===== src/rtl/clock_pkg.sv =====
// Shared types and constants for the clock design's push-button debouncer.
package clock_pkg;

    localparam int DBC_CNT_W = 4;
    localparam int RPT_CNT_W = 7;

    typedef enum logic [1:0] {
        IDLE         = 2'd0,
        PRESS_WAIT   = 2'd1,
        PRESSED      = 2'd2,
        RELEASE_WAIT = 2'd3
    } dbc_state_t;

    // Stability counter increment that sticks at all-ones instead of wrapping.
    function automatic logic [DBC_CNT_W-1:0] dbc_sat_inc(input logic [DBC_CNT_W-1:0] v);
        return (&v) ? v : v + 1'b1;
    endfunction

    // Repeat counter increment that sticks at all-ones instead of wrapping.
    function automatic logic [RPT_CNT_W-1:0] rpt_sat_inc(input logic [RPT_CNT_W-1:0] v);
        return (&v) ? v : v + 1'b1;
    endfunction

endpackage


===== src/rtl/button_debouncer_if.sv =====
// Button debouncer signal bundle: enable, 100 Hz debounce wave, raw buttons
// in, clean levels and press/release strobes out.
interface button_debouncer_if #(
    parameter int N_BTN = 4
);
    logic             en;
    logic             dbcClkIn;
    logic [N_BTN-1:0] btnIn;
    logic [N_BTN-1:0] btnLevel;
    logic [N_BTN-1:0] btnPress;
    logic [N_BTN-1:0] btnRelease;

    modport master (
        output en, dbcClkIn, btnIn,
        input  btnLevel, btnPress, btnRelease
    );

    modport slave (
        input  en, dbcClkIn, btnIn,
        output btnLevel, btnPress, btnRelease
    );
endinterface


===== src/rtl/debounce_channel.sv =====
// Single-button debouncer: 2-flop synchroniser, stability FSM with saturating
// tick counter, registered level and one-cycle press/release strobes.
// Optional auto-repeat of the press strobe while held: DEBOUNCE_REPEAT_EN.
//
//   state        | meaning
//   -------------+--------------------------------------------------
//   IDLE         | released, accepted level 0
//   PRESS_WAIT   | pressed samples seen, counting toward acceptance
//   PRESSED      | press accepted, level 1 (repeat counter runs)
//   RELEASE_WAIT | released samples seen, level still 1
module debounce_channel
    import clock_pkg::*;
#(
    parameter int STABLE_TICKS = 3,
    parameter int ACTIVE_LOW   = 1,
    parameter int REPEAT_DELAY = 50,
    parameter int REPEAT_RATE  = 10
) (
    input  logic clkIn,
    input  logic rst,
    input  logic en,
    input  logic tick,
    input  logic btn_raw,
    output logic btn_level,
    output logic btn_press,
    output logic btn_release
);

    if (STABLE_TICKS < 1 || STABLE_TICKS > 15) begin : g_bad_stable
        $error("STABLE_TICKS must be in 1..15");
    end
    if (REPEAT_DELAY < 1 || REPEAT_DELAY > 127 || REPEAT_RATE < 1 || REPEAT_RATE > 127) begin : g_bad_repeat
        $error("REPEAT_DELAY and REPEAT_RATE must be in 1..127");
    end

    localparam logic [DBC_CNT_W-1:0] STABLE_CNT = DBC_CNT_W'(STABLE_TICKS);
    localparam logic [DBC_CNT_W-1:0] CNT_ONE    = DBC_CNT_W'(1);
    localparam bit                   ONE_TICK   = (STABLE_TICKS <= 1);
    // Synchroniser resets to the released raw level so reset never looks like a press.
    localparam logic                 IDLE_RAW   = (ACTIVE_LOW != 0);

    dbc_state_t           state_q, state_d;
    logic [DBC_CNT_W-1:0] cnt_q, cnt_d, cnt_inc;
    logic                 sync1_q, sync1_d, sync2_q, sync2_d;
    logic                 level_q, level_d;
    logic                 press_q, press_d;
    logic                 release_q, release_d;
    logic                 pressed_s, adv;
    logic                 accept_press, accept_release;
    logic                 rpt_fire;

    assign pressed_s = sync2_q ^ IDLE_RAW;
    assign adv       = tick & en;
    assign cnt_inc   = dbc_sat_inc(cnt_q);

    // Registers: synchroniser, FSM state, stability counter, outputs.
    always_ff @(posedge clkIn) begin
        if (rst) begin
            sync1_q   <= IDLE_RAW;
            sync2_q   <= IDLE_RAW;
            state_q   <= IDLE;
            cnt_q     <= '0;
            level_q   <= 1'b0;
            press_q   <= 1'b0;
            release_q <= 1'b0;
        end else begin
            sync1_q   <= sync1_d;
            sync2_q   <= sync2_d;
            state_q   <= state_d;
            cnt_q     <= cnt_d;
            level_q   <= level_d;
            press_q   <= press_d;
            release_q <= release_d;
        end
    end

    // Synchroniser shift path; free-running, only the tick-cycle sample matters.
    always_comb begin
        sync1_d = btn_raw;
        sync2_d = sync1_q;
    end

    // Next-state and counter logic, advancing only on an enabled tick.
    always_comb begin
        state_d        = state_q;
        cnt_d          = cnt_q;
        accept_press   = 1'b0;
        accept_release = 1'b0;
        if (adv) begin
            case (state_q)
                IDLE: begin
                    if (pressed_s) begin
                        if (ONE_TICK) begin
                            state_d      = PRESSED;
                            cnt_d        = '0;
                            accept_press = 1'b1;
                        end else begin
                            state_d = PRESS_WAIT;
                            cnt_d   = CNT_ONE;
                        end
                    end
                end
                PRESS_WAIT: begin
                    if (!pressed_s) begin
                        state_d = IDLE;
                        cnt_d   = '0;
                    end else if (cnt_inc >= STABLE_CNT) begin
                        state_d      = PRESSED;
                        cnt_d        = '0;
                        accept_press = 1'b1;
                    end else begin
                        cnt_d = cnt_inc;
                    end
                end
                PRESSED: begin
                    if (!pressed_s) begin
                        if (ONE_TICK) begin
                            state_d        = IDLE;
                            cnt_d          = '0;
                            accept_release = 1'b1;
                        end else begin
                            state_d = RELEASE_WAIT;
                            cnt_d   = CNT_ONE;
                        end
                    end
                end
                RELEASE_WAIT: begin
                    if (pressed_s) begin
                        state_d = PRESSED;
                        cnt_d   = '0;
                    end else if (cnt_inc >= STABLE_CNT) begin
                        state_d        = IDLE;
                        cnt_d          = '0;
                        accept_release = 1'b1;
                    end else begin
                        cnt_d = cnt_inc;
                    end
                end
                default: begin
                    state_d = IDLE;
                    cnt_d   = '0;
                end
            endcase
        end
    end

`ifdef DEBOUNCE_REPEAT_EN
    localparam logic [RPT_CNT_W-1:0] RPT_DELAY_CNT = RPT_CNT_W'(REPEAT_DELAY);
    localparam logic [RPT_CNT_W-1:0] RPT_RATE_CNT  = RPT_CNT_W'(REPEAT_RATE);

    logic [RPT_CNT_W-1:0] rpt_q, rpt_d, rpt_inc;
    logic                 rpt_armed_q, rpt_armed_d;

    assign rpt_inc = rpt_sat_inc(rpt_q);

    // Repeat counter registers; armed selects the shorter inter-repeat period.
    always_ff @(posedge clkIn) begin
        if (rst) begin
            rpt_q       <= '0;
            rpt_armed_q <= 1'b0;
        end else begin
            rpt_q       <= rpt_d;
            rpt_armed_q <= rpt_armed_d;
        end
    end

    // Repeat counting: clear on a fresh press, run while held, freeze in RELEASE_WAIT.
    always_comb begin
        rpt_d       = rpt_q;
        rpt_armed_d = rpt_armed_q;
        rpt_fire    = 1'b0;
        if (adv) begin
            if (accept_press) begin
                rpt_d       = '0;
                rpt_armed_d = 1'b0;
            end else if (state_q == PRESSED && pressed_s) begin
                if (rpt_inc >= (rpt_armed_q ? RPT_RATE_CNT : RPT_DELAY_CNT)) begin
                    rpt_d       = '0;
                    rpt_armed_d = 1'b1;
                    rpt_fire    = 1'b1;
                end else begin
                    rpt_d = rpt_inc;
                end
            end
        end
    end
`else
    assign rpt_fire = 1'b0;
`endif

    // Output decode from the next state so the registered level lines up with the strobes.
    always_comb begin
        level_d   = (state_d == PRESSED) || (state_d == RELEASE_WAIT);
        press_d   = accept_press | rpt_fire;
        release_d = accept_release;
    end

    assign btn_level   = level_q;
    assign btn_press   = press_q;
    assign btn_release = release_q;

endmodule


===== src/rtl/button_debouncer.sv =====
// Multi-channel push-button debouncer. One shared registered rising-edge
// detector turns the 100 Hz debounce wave into a one-cycle tick enable;
// each button gets its own debounce_channel.
// Optional auto-repeat while held: DEBOUNCE_REPEAT_EN.
module button_debouncer
    import clock_pkg::*;
#(
    parameter int N_BTN        = 4,
    parameter int STABLE_TICKS = 3,
    parameter int ACTIVE_LOW   = 1,
    parameter int REPEAT_DELAY = 50,
    parameter int REPEAT_RATE  = 10
) (
    input  logic          clkIn,
    input  logic          rst,
    button_debouncer_if.slave bus
);

    logic             dbc_q, dbc_d;
    logic             tick_q, tick_d;
    logic [N_BTN-1:0] level_w, press_w, release_w;

    // Edge register and registered tick; both hold while disabled.
    always_ff @(posedge clkIn) begin
        if (rst) begin
            dbc_q  <= 1'b0;
            tick_q <= 1'b0;
        end else begin
            dbc_q  <= dbc_d;
            tick_q <= tick_d;
        end
    end

    // Rising edge of the debounce wave, suppressed while disabled.
    always_comb begin
        dbc_d  = bus.en ? bus.dbcClkIn : dbc_q;
        tick_d = bus.en & bus.dbcClkIn & ~dbc_q;
    end

    for (genvar g = 0; g < N_BTN; g++) begin : g_ch
        debounce_channel #(
            .STABLE_TICKS (STABLE_TICKS),
            .ACTIVE_LOW   (ACTIVE_LOW),
            .REPEAT_DELAY (REPEAT_DELAY),
            .REPEAT_RATE  (REPEAT_RATE)
        ) u_ch (
            .clkIn       (clkIn),
            .rst         (rst),
            .en          (bus.en),
            .tick        (tick_q),
            .btn_raw     (bus.btnIn[g]),
            .btn_level   (level_w[g]),
            .btn_press   (press_w[g]),
            .btn_release (release_w[g])
        );
    end

    assign bus.btnLevel   = level_w;
    assign bus.btnPress   = press_w;
    assign bus.btnRelease = release_w;

endmodule


===== src/flat_wrapper.sv =====
// flat-port wrapper written by rule: the top's interface ports become plain ports
module button_debouncer_flat import clock_pkg::*;
#(
    parameter int N_BTN        = 4,
    parameter int STABLE_TICKS = 3,
    parameter int ACTIVE_LOW   = 1,
    parameter int REPEAT_DELAY = 50,
    parameter int REPEAT_RATE  = 10
)
  (clkIn, rst, bus_en, bus_dbcClkIn, bus_btnIn, bus_btnLevel, bus_btnPress, bus_btnRelease);
  button_debouncer_if #(.N_BTN(N_BTN)) bus_i ();
  input  logic clkIn;
  input  logic rst;
  input wire logic [$bits(bus_i.en)-1:0] bus_en;
  input wire logic [$bits(bus_i.dbcClkIn)-1:0] bus_dbcClkIn;
  input wire logic [$bits(bus_i.btnIn)-1:0] bus_btnIn;
  output wire logic [$bits(bus_i.btnLevel)-1:0] bus_btnLevel;
  output wire logic [$bits(bus_i.btnPress)-1:0] bus_btnPress;
  output wire logic [$bits(bus_i.btnRelease)-1:0] bus_btnRelease;
  assign bus_i.en = bus_en;
  assign bus_i.dbcClkIn = bus_dbcClkIn;
  assign bus_i.btnIn = bus_btnIn;
  assign bus_btnLevel = bus_i.btnLevel;
  assign bus_btnPress = bus_i.btnPress;
  assign bus_btnRelease = bus_i.btnRelease;
  button_debouncer #(.N_BTN(N_BTN), .STABLE_TICKS(STABLE_TICKS), .ACTIVE_LOW(ACTIVE_LOW), .REPEAT_DELAY(REPEAT_DELAY), .REPEAT_RATE(REPEAT_RATE)) u_core (.clkIn(clkIn), .rst(rst), .bus(bus_i));
endmodule

===== config.mk =====
export PLATFORM = sky130hd
export DESIGN_NAME = button_debouncer_flat
export DESIGN_NICKNAME = d
export VERILOG_FILES = /design/src/rtl/clock_pkg.sv /design/src/rtl/button_debouncer_if.sv /design/src/rtl/debounce_channel.sv /design/src/rtl/button_debouncer.sv /design/src/flat_wrapper.sv
export SDC_FILE = /design/constraint.sdc
export NUM_CORES = 1
export LEC_CHECK = 0
export BUFFER_PORTS_ARGS = -buffer_cell sky130_fd_sc_hd__buf_2
export CAP_MARGIN = 20
export CORE_UTILIZATION = 60
export DETAILED_ROUTE_END_ITERATION = 10
export GPL_TIMING_DRIVEN = 0
export PLACE_DENSITY = 0.81
export REMOVE_ABC_BUFFERS = 1
export SLEW_MARGIN = 15
export SYNTH_ARGS = -nofsm -noshare
export SYNTH_HDL_FRONTEND = slang
export SYNTH_SLANG_ARGS = --single-unit

===== constraint.sdc =====
create_clock -name clkIn -period 3.2 [get_ports clkIn]
set_input_delay 0 -clock clkIn [delete_from_list [all_inputs] [get_ports clkIn]]
set_output_delay 0 -clock clkIn [all_outputs]
set_load 0.03 [all_outputs]

==> Word-level counts from Yosys, hierarchy flattened <==
Index checks and enable logic that the tools add are counted.
{ "word_totals": {"elab_cells": 171, "in_bits": 8, "register_bits": 46} }
{ "classes": {"bitwise": 17, "n_eq_ne": 28, "reduce_logical": 24, "n_mux": 64, "add_sub_neg": 4, "order_cmp": 4} }
{ "op_table": {"columns": ["operator", "n"], "rows": [
  ["$mux W4", 24],
  ["$pmux W4 S4", 4],
  ["$mux W2", 28],
  ["$eq A2 B2 Y1 const B", 16],
  ["$pmux W2 S4", 4],
  ["$reduce_or A4 Y1", 8],
  ["$add A4 B1 Y4 const B", 4],
  ["$ge A4 B2 Y1 const B", 4],
  ["$ne A2 B2 Y1 const B", 8],
  ["$reduce_and A4 Y1", 4],
  ["$not A1 Y1", 14],
  ["$reduce_and A3 Y1", 4],
  ["$eq A2 B1 Y1 const B", 4],
  ["$logic_not A2 Y1", 4],
  ["$logic_or A1 B1 Y1", 4],
  ["$mux W1", 4],
  ["$and A1 B1 Y1", 3]
]} }

==> Longest topological paths before layout <==
Gate-level depths: netlist of run 1.
{ "depth": {"word_depth": 9, "depth_mapped": 6} }

==> Cells and area by module <==
From an unflattened synthesis of run 1, not the netlist that was laid out.
{ "unflattened": {"hier_cells": 185, "hier_area_um2": 1883.1} }
{ "by_module_without_submodules": {"columns": ["mod", "cells_each", "seq_area_each_um2", "area_each_um2", "instances"], "rows": [
  ["debounce_channel (u_core.g_ch[0].u_ch ...)", 44, 220.2, 459.2, 2],
  ["debounce_channel (u_core.g_ch[2].u_ch ...)", 46, 220.2, 449.2, 2],
  ["button_debouncer", 5, 40.0, 66.3, 1]
]} }

==> Worst setup path after synthesis of run 1 <==
No wires, ideal clock.
{ "synth_timing": {"path_kind": "register to register", "startpoint": "register u_core.g_ch[2].u_ch.cnt_q[0]", "endpoint": "register u_core.g_ch[2].u_ch.level_q", "slack_ps": 1646, "t_arrival_ps": 1484, "path_buffers": 0, "required_time_ps": 3130, "period_less_slack_ps": 1554, "path_stages_with_launch": 7, "path_cell_list": "dfxtp_1 -> ha_1 -> nor2b_1 -> a2111o_1 -> nand2_4 -> or3_2 -> a21oi_1"} }
{ "synth_between": {"elab_chain_cells": 9, "word_cells_on_any_way": 13, "cone_classes": "add/sub: 1; order compare: 1; eq/ne: 2; mux: 7; reduce/logical: 2"} }
{ "synth_lines": {"columns": ["item", "line", "source"], "rows": [
  ["from (decl)", "debounce_channel.sv:43", "logic [DBC_CNT_W-1:0] cnt_q, cnt_d, cnt_inc;"],
  ["from (signal assigned)", "debounce_channel.sv:70", "cnt_q <= cnt_d;"],
  ["$add A4 B1 Y4 / $reduce_and A4 Y1 (equally long branches)", "clock_pkg.sv:16", "return (&v) ? v : v + 1'b1;"],
  ["$mux W4 *", "clock_pkg.sv:16", null],
  ["$ge A4 B2 Y1 *", "debounce_channel.sv:107, debounce_channel.sv:131", null],
  ["$mux W2 (on tied branches)", "debounce_channel.sv:131, debounce_channel.sv:107", null],
  ["$mux W2 (on tied branches)", "debounce_channel.sv:128, debounce_channel.sv:104", null],
  ["$pmux W2 S4 *", "debounce_channel.sv:90", "case (state_q)"],
  ["$mux W2 *", "debounce_channel.sv:89", "if (adv) begin"],
  ["$eq A2 B2 Y1", "debounce_channel.sv:193", "level_d = (state_d == PRESSED) || (state_d == RELEASE_WAIT);"],
  ["$logic_or A1 B1 Y1 *", "debounce_channel.sv:193", null],
  ["to (signal assigned)", "debounce_channel.sv:71", "level_q <= level_d;"],
  ["to (decl)", "debounce_channel.sv:45", "logic level_q, level_d;"]
]} }
Every way passes the cells marked *; elsewhere a longest branch is shown, timed or not.
A chain may end at the register's enable or synchronous reset.

==> Final worst setup path of run 1 <==
{ "layout_timing": {"startpoint": "register u_core.g_ch[0].u_ch.cnt_q[0]", "endpoint": "register u_core.g_ch[0].u_ch.level_q"} }
{ "layout_between": {"elab_chain_cells": 9, "word_cells_on_any_way": 13, "cone_classes": "add/sub: 1; order compare: 1; eq/ne: 2; mux: 7; reduce/logical: 2"} }
{ "layout_lines": {"columns": ["item", "line"], "rows": [
  ["from (decl)", "debounce_channel.sv:43"],
  ["from (signal assigned)", "debounce_channel.sv:70"],
  ["$add A4 B1 Y4 / $reduce_and A4 Y1 (equally long branches)", "clock_pkg.sv:16"],
  ["$mux W4 *", "clock_pkg.sv:16"],
  ["$ge A4 B2 Y1 *", "debounce_channel.sv:107, debounce_channel.sv:131"],
  ["$mux W2 (on tied branches)", "debounce_channel.sv:131, debounce_channel.sv:107"],
  ["$mux W2 (on tied branches)", "debounce_channel.sv:128, debounce_channel.sv:104"],
  ["$pmux W2 S4 *", "debounce_channel.sv:90"],
  ["$mux W2 *", "debounce_channel.sv:89"],
  ["$eq A2 B2 Y1", "debounce_channel.sv:193"],
  ["$logic_or A1 B1 Y1 *", "debounce_channel.sv:193"],
  ["to (signal assigned)", "debounce_channel.sv:71"],
  ["to (decl)", "debounce_channel.sv:45"]
]} }
Marks and branches as above.

==> results of run 1 <==
## metal layers
layer	global-route usage (%)	vias up	share of wire, %	routed length, µm
li1	-	740	-	-
met1	24.5	686	42	1430
met2	40.1	37	51	1740
met3	7.69	7	4.7	160
met4	9.52	0	1.5	51
met5	0	-	0	0
## metrics by stage
step | hold WS [ns] | instances
after CTS | 0.0708 | 266
after global placement | 0.183 | 251
after global routing | 0.106 | 266
final | 0.0808 | 266
after detailed placement | 0.186 | 251
after floorplan | 0.0691 | 188
## worst max-delay path by stage
stage | startpoint | end | slack [ns] | cells past startpoint
after detailed placement | u_core.g_ch[0].u_ch.cnt_q[0]$_SDFFE_PP0P_ | u_core.g_ch[0].u_ch.state_q[1]$_SDFF_PP0_ | 1.45 | 5
after CTS | u_core.g_ch[0].u_ch.cnt_q[0]$_SDFFE_PP0P_ | u_core.g_ch[0].u_ch.state_q[1]$_SDFF_PP0_ | 1.40 | 5
after global routing | u_core.g_ch[0].u_ch.cnt_q[0]$_SDFFE_PP0P_ | u_core.g_ch[0].u_ch.btn_level$_SDFF_PP0_ | 1.18 | 5
after global placement | u_core.g_ch[0].u_ch.cnt_q[0]$_SDFFE_PP0P_ | u_core.g_ch[0].u_ch.btn_level$_SDFF_PP0_ | 1.49 | 5
after floorplan | u_core.g_ch[2].u_ch.cnt_q[0]$_SDFFE_PP0P_ | u_core.g_ch[2].u_ch.btn_level$_SDFF_PP0_ | 1.65 | 6
final | u_core.g_ch[0].u_ch.cnt_q[0]$_SDFFE_PP0P_ | u_core.g_ch[0].u_ch.btn_level$_SDFF_PP0_ | 1.34 | 5
## cell usage after synthesis, types with 3 or more instances
master / count
nand2_1: 8
and2_1: 11
dfxtp_1: 46
a21o_1: 3
buf_4: 12
nor4_1: 4
nor2b_1: 4
a21oi_1: 13
o21ai_0: 6
ha_1: 4
a22oi_1: 5
nand2b_1: 3
clkbuf_1: 5
nand4_1: 4
inv_1: 5
nor2_1: 20
nor3_1: 6
or2_2: 8
## power groups by stage
stage | logic [mW] | registers [mW] | clock network [mW]
floorplan | 0.0160 | 0.595 | 0
global placement | 0.0278 | 0.596 | 0
detailed placement | 0.0291 | 0.596 | 0
CTS | 0.0364 | 0.583 | 0.292
global route | 0.0410 | 0.585 | 0.318
finish | 0.0367 | 0.583 | 0.286
## registers in the layout (all words and copies together) (netlist names)
register                      count
u_core.g_ch.u_ch.cnt_q           16
u_core.g_ch.u_ch.state_q          8
u_core.g_ch.u_ch.btn_level        4
u_core.g_ch.u_ch.btn_press        4
u_core.g_ch.u_ch.btn_release      4
u_core.g_ch.u_ch.sync1_q          4
u_core.g_ch.u_ch.sync2_q          4
u_core.dbc_q                      1
u_core.tick_q                     1
## cell families after synthesis
| group | Yosys count | share of synthesized area (%) |
|---|---|---|
| AO/OA/AOI/OAI | 44 | 15.9 |
| XOR/XNOR | 4 | 1.82 |
| adder cells (fa/ha/maj) | 4 | 2.60 |
| buffers and inverters | 22 | 6.63 |
| flip-flops | 46 | 47.9 |
| multiplexers | 1 | 0.520 |
| AND/OR/NAND/NOR | 84 | 24.6 |
## final cells by class
type / instances / area, µm² / area share (%)
flip-flops and latches: 46 / 921 / 43.9
well taps: 44 / 55.1 / 2.63
multi-input cells: 137 / 876 / 41.8
clock inverters: 1 / 5.00 / 0.239
clock buffers: 7 / 55.1 / 2.63
repair buffers: 26 / 165 / 7.88
inverters: 5 / 18.8 / 0.896
## worst register-to-register path: cells and delay by family (launching register included)
family                     cells  cell delay (ns)
DFF                            1             0.37
adders and majority gates      1             0.33
AOI/OAI and AO/OA              3             0.95
and+or+nand+nor                1             0.15
## repair_timing
item,4_1_cts,5_1_grt
endpoints found under the hold margin,6,0
hold buffers,7,0
setup buffers,0,0
==> impl_metrics.toml, run 1 <==
[clock_network]
numCtsBuffers = 5
cts_max_level = 2
cts-root-buf = "clkbuf_4"
clk_pin_slew_ns = 0.13
cts_buffer_depth = 2
worst_skew_pair.late_latency_ns = 0.37
cts.sinks = 46
tritoncts = "done"
post_cts_resized = 0

[power_and_ir_drop]
powerDensity_nw_per_um2 = 432
switching_share_pct = 22.3
pwr-share-seq_pct = 64.4
irDropWorstVdd_mv = 0.386
p_switching_mw = 0.202
finalPower_mw = 0.906
pwr-share-comb_pct = 4.1
leakagePower_nw = 0.875
clockPowerShare_pct = 31.5
p_int_mw = 0.704

[critical_path]
r2r-start = "u_core.g_ch[0].u_ch.cnt_q[0]$_SDFFE_PP0P_"
critPathBufInv = 0
path_cells = "ha_1 > nor2b_1 > o31ai_1 > o21ai_0 > a21oi_1"
worstPathArrival_ns = 2.16
cp.required_ns = 3.50
crit_path_max_incr_delay_ns = 0.56
slowest_stage = "o31ai_1"
reg2reg_slack_ns = 1.34
path_max_fanout = 5
path_class = "reg2reg"
reg2regPathDepth = 5
critPathTopFamily = "compound AO/OA/AOI/OAI gates"
r2r-end = "u_core.g_ch[0].u_ch.btn_level$_SDFF_PP0_"
end_kind = "flip-flop"
start_kind = "flip-flop"

[yosys]
synth-edff-count = 0
netlist_area_um2 = 1920
yosysUniqueCellTypes = 41
yosys_warnings = 0
syn_area_per_cell_um2 = 9.39
synth-seq-cells = 46
yosysSeqAreaShare_pct = 47.9
yosys.area.top_type = "dfxtp_1"
async_flop_share_pct = 0
dominantRegCellSynth = "dfxtp_1"
syn_inst = 205
netlist.area_leader.share_pct = 47.9
synthTopCellsByArea = "dfxtp_1 (48%), buf_4 (4.7%), nor2_1 (3.9%)"

[timing]
fmax_mhz = 538
tightest_slew_ns = 0.624
min_period_over_period_pct = 58.0
drv_slew = 0
fin_skew_ns = 0.0145
tns_ns = 0
fin_ws_ns = 1.34
hold_viol_final = 0
rsz0062_at_grt = "false"
slew_headroom_pct = 58.0
setup_viol = 0
period_needed_ns = 1.86

[finish]
area_growth_pct = 8.91
fin_area_um2 = 2100
drive_gt1_share_pct = 20.7
n_antenna_cell = 0
nets = 233
mostFrequentLayoutCell = "dfxtp_1"
fillers = 251
mostFrequentLayoutCells = "dfxtp_1 (46), nor2_1 (20), buf_2 (19)"
final_core_util_pct = 68.6

[die]
rows = 20
num_io_pins = 20
dieArea_um2 = 3440
core_um2 = 3050
fp.dieH_um = 58.6
start_util_pct = 63.0
die_x_um = 58.6

[global_routing]
grt_max_degree = 34
grt_usage_pct = 22.6
grt_first_pass_wirelength_um = 5890
grt-ovfl-total = 0
grt_pass1_vias = 1432
antenna_found_initial = 0

[detailed_routing]
vias = 1470
drt_iter0_drc = 28
wire_per_inst_um = 12.7
postRouteAntennaNets = 0
routed_wl_um = 3380
avgViaCountPerCell = 5.53
drc = 0
dr.pass1.iters = 4

[hold_path]
min_from = "rst"
hp-class = "in2reg"
holdPathStages = 2
min_to = "u_core.g_ch[3].u_ch.cnt_q[1]$_SDFFE_PP0P_"

[placement]
routabilityCongestion = 0.821
dp_hpwl_um = 2220
preCtsSetupSlack_ns = 1.45
portBuffers = 19
placed_area_um2 = 1970

[run_status]
status = "finished clean"

[job]
cap_violations = 0
No activity file was read; power rests on OpenSTA's default activity.
==> inputs of run 2 (changes only) <==
--- a/config.mk
+++ b/config.mk
@@ -7,10 +7,10 @@
 export LEC_CHECK = 0
 export BUFFER_PORTS_ARGS = -buffer_cell sky130_fd_sc_hd__buf_2
 export CAP_MARGIN = 20
-export CORE_UTILIZATION = 60
+export CORE_UTILIZATION = 51
 export DETAILED_ROUTE_END_ITERATION = 10
 export GPL_TIMING_DRIVEN = 0
-export PLACE_DENSITY = 0.81
+export PLACE_DENSITY = 0.73
 export REMOVE_ABC_BUFFERS = 1
 export SLEW_MARGIN = 15
 export SYNTH_ARGS = -nofsm -noshare
==> constraint.sdc (replaced) <==
create_clock -name clkIn -period 1.5 [get_ports clkIn]
set_input_delay 0 -clock clkIn [delete_from_list [all_inputs] [get_ports clkIn]]
set_output_delay 0 -clock clkIn [all_outputs]
set_load 0.03 [all_outputs]
==> run 2 against run 1 <==
Against the previous run:
- the run now ends with setup timing left
- sequential share of layout area is 6.6 points lower
- cell count increased by 6.0%
- global-route usage fell by 2.0 points
- power up 150%
- flip-flop and latch count unchanged
- register-to-register slack lost 1.4 ns
==> impl_metrics.toml, run 2 (synthesis gave the netlist of run 1 again) <==
[critical_path]
end_kind = "flip-flop"
worstPathArrival_ns = 1.76
cp.required_ns = 1.73
path_max_fanout = 7
path_class = "reg2reg"
start_kind = "flip-flop"

[global_routing]
grt_first_pass_wirelength_um = 6460
grt-ovfl-total = 0
grt_usage_pct = 20.5
antenna_found_initial = 0
grt_max_degree = 34
grt_pass1_vias = 1527

[die]
core_um2 = 3470
dieArea_um2 = 4020
rows = 21
start_util_pct = 55.5
fp.dieH_um = 63.4
num_io_pins = 20
die_x_um = 63.4

[detailed_routing]
routed_wl_um = 4050
wire_per_inst_um = 14.4
dr.pass1.iters = 5
postRouteAntennaNets = 0
vias = 1570
drt_iter0_drc = 163
drc = 0
avgViaCountPerCell = 5.57

[finish]
nets = 248
mostFrequentLayoutCell = "dfxtp_1"
largest-register = "u_core.g_ch.u_ch.cnt_q"
fin_area_um2 = 2520
reg.largest.list = "u_core.g_ch.u_ch.cnt_q (16), u_core.g_ch.u_ch.state_q (8)"
stdcell_count = 282
n_antenna_cell = 0
largest_reg_flops = 16
mostFrequentLayoutCells = "dfxtp_1 (38), buf_2 (19), nor2_1 (18)"
fillers = 246
final_core_util_pct = 72.6
area_growth_pct = 30.8
drive_gt1_share_pct = 42.8

[placement]
dp_hpwl_um = 2240
preCtsSetupSlack_ns = -0.296
portBuffers = 19
placed_area_um2 = 1970
routabilityCongestion = 0.816
placed_cells = 253

[job]
cap_violations = 0

[run_status]
violations = "setup timing"
status = "complete, but fails checks"

[timing]
whs_ns = 0.201
fin_skew_ns = 0.0110
fmax_mhz = 654
tightest_slew_ns = 0.632
fin_ws_ns = -0.0300
slew_headroom_pct = 57.9
drv_slew = 0
period_needed_ns = 1.53
rsz0062_at_grt = "true"
min_period_over_period_pct = 102
hold_viol_final = 0
setup_viol = 5

[clock_network]
cts-root-buf = "clkbuf_8"
cts.sinks = 46
clk_pin_slew_ns = 0.08
worst_skew_pair.late_latency_ns = 0.30
cts_max_level = 2
tritoncts = "done"
cts_buffer_depth = 2
numCtsBuffers = 5

[power_and_ir_drop]
irDropWorstVdd_mv = 0.703
powerDensity_nw_per_um2 = 897
leakagePower_nw = 0.986

[hold_path]
hp-class = "in2reg"
[run 2: worst paths after layout]
kind                            slack, ns                                   endpoint                                 startpoint  cells after the start
worst max-delay path                -0.03  u_core.g_ch[3].u_ch.state_q[1]$_SDFF_PP0_  u_core.g_ch[3].u_ch.cnt_q[1]$_SDFFE_PP0P_                      6
worst min-delay path                 0.20                  u_core.dbc_q$_SDFFE_PP0P_                                        rst                      2
worst max register to register      -0.03  u_core.g_ch[3].u_ch.state_q[1]$_SDFF_PP0_  u_core.g_ch[3].u_ch.cnt_q[1]$_SDFFE_PP0P_                      6
worst min register to register       0.41     u_core.g_ch[1].u_ch.sync2_q$_SDFF_PP1_     u_core.g_ch[1].u_ch.sync1_q$_SDFF_PP1_                      1
[run 2: per-stage QoR]
stage	TNS [ns]	power [mW]
finish	-0.0648	2.26
global route	-0.617	2.34
CTS	-0.127	2.26
detailed placement	-2.37	1.33
global placement	-1.36	1.33
floorplan	-0.307	1.30
[run 2: power breakdown]
part	internal [mW]	total, mW	switching (mW)
Sequential	1.23	1.24	0.0108
Combinational	0.0430	0.0893	0.0463
Clock	0.533	0.930	0.397
[run 2: area by class of cell]
type | count | area (µm²) | share of cell area (%)
multi-input combinational | 137 | 1100 | 43.6
sequential | 46 | 941 | 37.4
timing repair buffer | 41 | 289 | 11.5
clock buffer | 6 | 82.6 | 3.28
tap | 46 | 57.6 | 2.29
clock inverter | 1 | 30.0 | 1.19
inverter | 5 | 18.8 | 0.746
[run 2: critical path, stage by stage, from the launching register on]
cell and delay, ns:
dfxtp_4 0.36, ha_4 0.26, nor2b_4 0.12, a2111o_1 0.15, nand2_4 0.10, or3_4 0.36, a21oi_2 0.12
[run 2: repair_timing]
item | in CTS | in global routing
buffers inserted | 14 | 2
cloned | 0 | 0
hold buffers | 6 | 1
setup endpoints to repair | 23 | 19
endpoints found under the hold margin | 6 | 1
pin swaps | 11 | 8
gates resized for setup | 42 | 18
[run 2: metal layers]
metal	vias up	wire [µm]	track usage, %	share of wire [%]
li1	768	-	-	-
met1	754	1660	21.3	41
met2	38	2170	38.3	53
met3	10	136	4.53	3.4
met4	0	86	9.94	2.1
met5	-	0	0	0
